$ cat config.mk
export PLATFORM = sky130hd
export DESIGN_NAME = adc_capture_ctrl
export DESIGN_NICKNAME = d
export VERILOG_FILES = /design/src/rtl/adc_capture_ctrl.sv
export SDC_FILE = /design/constraint.sdc
export NUM_CORES = 1
export LEC_CHECK = 0
export CORE_MARGIN = 8
export CORE_UTILIZATION = 40
export CTS_CLUSTER_SIZE = 28
export DETAILED_ROUTE_END_ITERATION = 10
export HOLD_SLACK_MARGIN = 0.15
export PLACE_DENSITY = 0.74
export SLEW_MARGIN = 15
export SYNTH_ARGS = -nofsm -noshare
export SYNTH_HDL_FRONTEND = slang
export SYNTH_SLANG_ARGS = --single-unit
$ cat constraint.sdc
create_clock -name clk -period 3.1 [get_ports clk]
set_input_delay 0.62 -clock clk [delete_from_list [all_inputs] [get_ports clk]]
set_output_delay 0.62 -clock clk [all_outputs]
set_load 0.005 [all_outputs]
$ cat src/rtl/adc_capture_ctrl.sv
// Capture sequencer for the ADC sample FIFO: pre-trigger ring, post-trigger window, then drain.
// Optional input decimation is enabled by defining ADC_CAPTURE_DECIM_EN.
module adc_capture_ctrl #(
  parameter int DATA_WIDTH   = 16,
  parameter int CNT_WIDTH    = 10,
  parameter int PRE_SAMPLES  = 64,
  parameter int POST_SAMPLES = 384
) (
  input  logic                  clk,
  input  logic                  reset,
  input  logic                  arm,
  input  logic                  abort,
  input  logic                  trigger,
  input  logic                  adc_valid,
  input  logic [DATA_WIDTH-1:0] adc_data,
  input  logic [3:0]            decim,
  output logic                  fifo_we,
  output logic [DATA_WIDTH-1:0] fifo_d,
  output logic                  fifo_re,
  input  logic [DATA_WIDTH-1:0] fifo_q,
  input  logic                  fifo_full,
  input  logic                  fifo_empty,
  output logic                  out_valid,
  output logic [DATA_WIDTH-1:0] out_data,
  input  logic                  out_ready,
  output logic                  busy,
  output logic                  done,
  output logic                  overflow,
  output logic [CNT_WIDTH-1:0]  pre_count
);

  // Stream handshake: a drain word transfers on every clk edge where out_valid && out_ready.
  typedef enum logic [2:0] {
    S_IDLE,
    S_ARMED,
    S_POST,
    S_DRAIN,
    S_DONE,
    S_FLUSH
  } state_t;

  localparam logic [CNT_WIDTH-1:0] PRE_LIM   = CNT_WIDTH'(PRE_SAMPLES);
  localparam logic [CNT_WIDTH-1:0] POST_LAST = CNT_WIDTH'(POST_SAMPLES - 1);

  state_t                  state, state_next;
  logic [CNT_WIDTH-1:0]    occ, post_cnt, pre_q;
  logic [CNT_WIDTH-1:0]    occ_after;
  logic                    we_q, re_q;
  logic [DATA_WIDTH-1:0]   d_q;
  logic                    busy_q, done_q, ovf_q;
  logic                    accept;
  logic                    wr_en, ring_pop, post_inc, drop, latch_pre, arm_go, occ_inc;

`ifdef ADC_CAPTURE_DECIM_EN
  logic [3:0] dec_cnt;

  assign accept = adc_valid && (dec_cnt == 4'd0);

  always_ff @(posedge clk) begin
    if (reset) begin
      dec_cnt <= 4'd0;
    end else if (arm_go || latch_pre) begin
      dec_cnt <= 4'd0;
    end else if (adc_valid && (state == S_ARMED || state == S_POST)) begin
      dec_cnt <= (dec_cnt == decim) ? 4'd0 : dec_cnt + 4'd1;
    end
  end
`else
  logic unused_decim;

  assign accept       = adc_valid;
  assign unused_decim = ^decim;
`endif

  always_comb begin
    state_next = state;
    wr_en      = 1'b0;
    ring_pop   = 1'b0;
    post_inc   = 1'b0;
    drop       = 1'b0;
    latch_pre  = 1'b0;
    arm_go     = 1'b0;
    case (state)
      S_IDLE: begin
        if (arm) begin
          state_next = S_ARMED;
          arm_go     = 1'b1;
        end
      end
      S_DONE: begin
        if (abort) begin
          state_next = S_FLUSH;
        end else if (arm) begin
          state_next = S_ARMED;
          arm_go     = 1'b1;
        end
      end
      S_ARMED: begin
        if (abort) begin
          state_next = S_FLUSH;
        end else begin
          if (accept) begin
            wr_en    = 1'b1;
            ring_pop = (occ == PRE_LIM);
          end
          if (trigger) begin
            state_next = S_POST;
            latch_pre  = 1'b1;
          end
        end
      end
      S_POST: begin
        if (abort) begin
          state_next = S_FLUSH;
        end else if (accept) begin
          post_inc = 1'b1;
          if (fifo_full) drop = 1'b1;
          else           wr_en = 1'b1;
          if (post_cnt == POST_LAST) state_next = S_DRAIN;
        end
      end
      S_DRAIN: begin
        if (abort) begin
          state_next = S_FLUSH;
        end else if (fifo_empty && !we_q) begin
          state_next = S_DONE;
        end
      end
      S_FLUSH: begin
        // A write issued just before the abort must land and be popped before leaving.
        if (fifo_empty && !we_q) state_next = S_IDLE;
      end
      default: state_next = S_IDLE;
    endcase
  end

  assign occ_inc   = (state == S_ARMED) && wr_en && !ring_pop;
  assign occ_after = occ + {{(CNT_WIDTH-1){1'b0}}, occ_inc};

  always_ff @(posedge clk) begin
    if (reset) begin
      state    <= S_IDLE;
      occ      <= '0;
      post_cnt <= '0;
      pre_q    <= '0;
      we_q     <= 1'b0;
      re_q     <= 1'b0;
      d_q      <= '0;
      busy_q   <= 1'b0;
      done_q   <= 1'b0;
      ovf_q    <= 1'b0;
    end else begin
      state  <= state_next;
      we_q   <= wr_en;
      re_q   <= ring_pop;
      busy_q <= !(state_next == S_IDLE || state_next == S_DONE);
      done_q <= (state_next == S_DONE);
      if (wr_en) d_q <= adc_data;
      if (arm_go) begin
        occ      <= '0;
        post_cnt <= '0;
        pre_q    <= '0;
        ovf_q    <= 1'b0;
      end else begin
        occ <= occ_after;
        if (latch_pre) pre_q <= occ_after;
        if (post_inc)  post_cnt <= post_cnt + 1'b1;
        // Also catch a registered write that meets a full FIFO one cycle later.
        if (drop || (we_q && fifo_full)) ovf_q <= 1'b1;
      end
    end
  end

  always_comb begin
    case (state)
      S_DRAIN: fifo_re = out_valid && out_ready;
      S_FLUSH: fifo_re = !fifo_empty;
      default: fifo_re = re_q && !fifo_empty;
    endcase
  end

  assign fifo_we   = we_q && !fifo_full;
  assign fifo_d    = d_q;
  assign out_valid = (state == S_DRAIN) && !fifo_empty;
  assign out_data  = (state == S_DRAIN) ? fifo_q : '0;
  assign busy      = busy_q;
  assign done      = done_q;
  assign overflow  = ovf_q;
  assign pre_count = pre_q;

endmodule
==> impl_results.md <==
- Status: completed
- Post-synth EDFFs: 0
- Total grt overflow: 0
- GP Congestion: roughly 0.86
- First-pass GRT wire length: roughly 9700 um
- Worst-Skew Late Latency: 0.30 ns
- Seq/Total Area, Yosys: 0.4567
- Clock Sinks: between 50 and 60
- CTS Buf Count: 5
- Top Ports: 93
- First-pass detailed-route iteration total: 5
- Final Skew: approximately 0.0055 ns
- Asr flop ratio synth: 0
- Diodes inserted: 0
- WP data arrival: between 2 and 2.5 ns
- Synth Flop Type: dfxtp_1
- H-Tree Depth: 2
- Port Buffer Count: slightly below 90
- Hold Slack: between 0.4 and 0.5 ns
- Vias in the first global route: between 2,000 and 2,500
- Final period utilization: 0.8993
- Global routing usage on met2: 0.2302
- Worst slew margin: 0.6337
- # rows: 28
- DR DRC count: 0
- GRT Max-Usage Layer: met2
- Largest net degree at the start of global routing: 19
- Global Route Usage Sum: 0.1369
- Critical Path Source: state[1]$_SDFF_PP0_
- Fmax: around 0.36 GHz
- Std-Cell Core Area: 5816 um^2
- Final Hold Fails: 0
- GRT met1 Usage: 0.1568
- Most area-consuming cells after synthesis: dfxtp_1 (46%), mux2i_1 (7.6%), nor2_1 (6.7%)
- Syn nets: 308
- Synth top area share: 0.4567
- Fin crit period: between 2 and 3 ns
- DR vias/cell: between 4 and 5
- Final cell count without fillers: approximately 420
- CTS tree: yes
- Final instance area: between 3000 and 4000 um^2
- Placed Instances: between 400 and 500
- PostCTS Resize Cnt: 0
- Post-Syn Area: approximately 2400 um^2
- Crit end category: output pin
- R2R cell count: 8
- Synth warnings: 0
- Footprint of the multi-input gates: around 1200 um^2
- Nets@finish: 395
- Worst-path maximum fanout: 18
- CTS Root Cell: clkbuf_8
- Leakage: between 0.001 and 0.0015 uW
- Endpoints failing setup: 0
- Post-Syn Instances: 260
- Top cell type by total area after synthesis: dfxtp_1
- Synth cell types: between 40 and 50
- Die Span Y: between 90 and 100 um
- Vias: approximately 2,100
- Worst-Margin Slew: 0.5495 ns
- DR WL/cell: about 14 um
- Total setup buffers inserted after CTS: 0
- Reg2reg start: state[0]$_SDFF_PP0_
- CP Launch Type: register
- Slew Viols, Final: 0
- Clock transition at the registers of the reported paths: 0.10 ns
- Initial DRC count: 96
- Area growth from synthesis to layout: 44.77%
- Initial Util: 0.4071
- Longest Clk Path Bufs: 2
- Setup TNS: 0 ns
- Die Width: about 93 um
- Final ANT Viol Nets: 0
- FF/Latch Area: 1081 um^2
- Reg2Reg Setup Slack: 0.77 ns
- Grt met3 use: 0.04773
- Unrepaired setup endpoints after global routing: no
- Critical setup path kind: register to output pin
- VDD IR-drop max: around 0.27 mV
- Routed WL: 5823 um
- Mean post-synth cell area: between 9 and 10 um^2
- CP max stage cell: dfxtp_1
- # hold bufs at CTS: 0
- Fill count: 514
- Antenna violations before repair: 0
- Reg-to-reg critical path endpoint: pre_count[4]$_SDFFE_PP0P_
- Crit-path cells: and3b_1 -> and2_1 -> clkdlybuf4s50_1
- Share of layout cells above drive strength 1: 0.05460
- Cell area after placement: between 3000 and 4000 um^2
- Critical Path RT: 2.48 ns
- Crit path capture: out_data[0]
- HP Class: register to register
- Total die area: between 8000 and 9000 um^2
- FF+latch count, synth: 54
- Post-DP HPWL: around 4400 um
- Slowest stage delay, CP: around 0.63 ns
- P per Cell Area: between 300 and 400 nW/um^2
- Max Cap Viol: 0
==> cell families (layout without fill, tap and decap cells) <==
group	Yosys count	after routing	share of synthesized area
AO/OA/AOI/OAI	37	37	0.09514
XOR/XNOR	14	14	0.05180
adder cells (fa/ha/maj)	3	3	0.01586
buffers and inverters	20	108	0.03594
flip-flops	54	54	0.4567
multiplexers	18	18	0.07611
AND/OR/NAND/NOR	114	114	0.2685
==> routing by layer <==
metal | vias to the layer above | part of all wire
met2 | 68 | 0.46
met1 | 968 | 0.45
li1 | 1064 | -
met5 | - | 0
met4 | 0 | 0.012
met3 | 4 | 0.077
==> how the worst min path moves through the flow <==
stage                                        to  slack, ns                  start  cells after the start
after floorplan           overflow$_SDFFE_PP0P_       0.44  overflow$_SDFFE_PP0P_                      2
after global placement    overflow$_SDFFE_PP0P_       0.44  overflow$_SDFFE_PP0P_                      2
after detailed placement  overflow$_SDFFE_PP0P_       0.45  overflow$_SDFFE_PP0P_                      2
after CTS                 overflow$_SDFFE_PP0P_       0.46  overflow$_SDFFE_PP0P_                      2
after global routing      overflow$_SDFFE_PP0P_       0.50  overflow$_SDFFE_PP0P_                      2
final                     overflow$_SDFFE_PP0P_       0.47  overflow$_SDFFE_PP0P_                      2
==> final cells by class <==
class,count,share of cell area
clock buffers,6,0.02410
clock inverters,2,0.003651
inverters,6,0.006572
multi-input cells,186,0.3527
flip-flops and latches,54,0.3154
well taps,75,0.02738
repair buffers,94,0.2702
==> cell usage after synthesis, types with 5 or more instances <==
master	count
nand2_1	6
nor2_1	42
nand4_1	5
a211oi_1	5
inv_1	6
nand3_1	8
and2_1	21
buf_2	5
mux2i_1	18
xnor2_1	5
nor2b_1	5
dfxtp_1	54
clkbuf_1	8
a21oi_1	15
xor2_1	9
o21ai_0	9
==> where the power goes <==
group          internal [uW]  total, uW  switching [uW]
logic                    110        178            67.9
registers                712        730            18.2
clock network            180        402             222
==> cell usage in the layout (no fill, tap or decap), drive strengths merged, types with 2 or more instances in the layout <==
master and n:
nand2b 2, dfxtp 54, and3 2, clkdlybuf4s50 88
xnor2 5, buf 6, nor2 42, or3 4
and2 21, a21oi 15, o21ai 9, mux2i 18
ha 3, nand4 5, nor4b 4, nand3 8
nor4 2, nand2 6, nor2b 5, and4 2
clkbuf 6, xor2 9, inv 6, a211oi 5
nor3 4
==> sequential cells by signal, indices dropped and copies added (netlist names) <==
name	count
we_q	1
occ	10
re_q	1
pre_count	10
fifo_d	16
done	1
state	3
post_cnt	10
busy	1
overflow	1
==> critical path: cells and delay by family (launching register included) <==
family                 cells  cell delay, ns
buffers and inverters      1            0.51
flip-flops                 1            0.63
AND/OR/NAND/NOR            2            0.72
==> per-stage QoR <==
stage | utilization | setup WS, ns | power (uW)
after global placement | 0.5729 | 0.3380 | 924.1
after detailed placement | 0.5729 | 0.2969 | 925.4
after global routing | 0.5893 | 0.1584 | 1377
after floorplan | - | 0.9409 | 820.5
final | 0.5893 | 0.3123 | 1310
after CTS | 0.5893 | 0.2872 | 1325
Power figures use the tool's default switching activity.
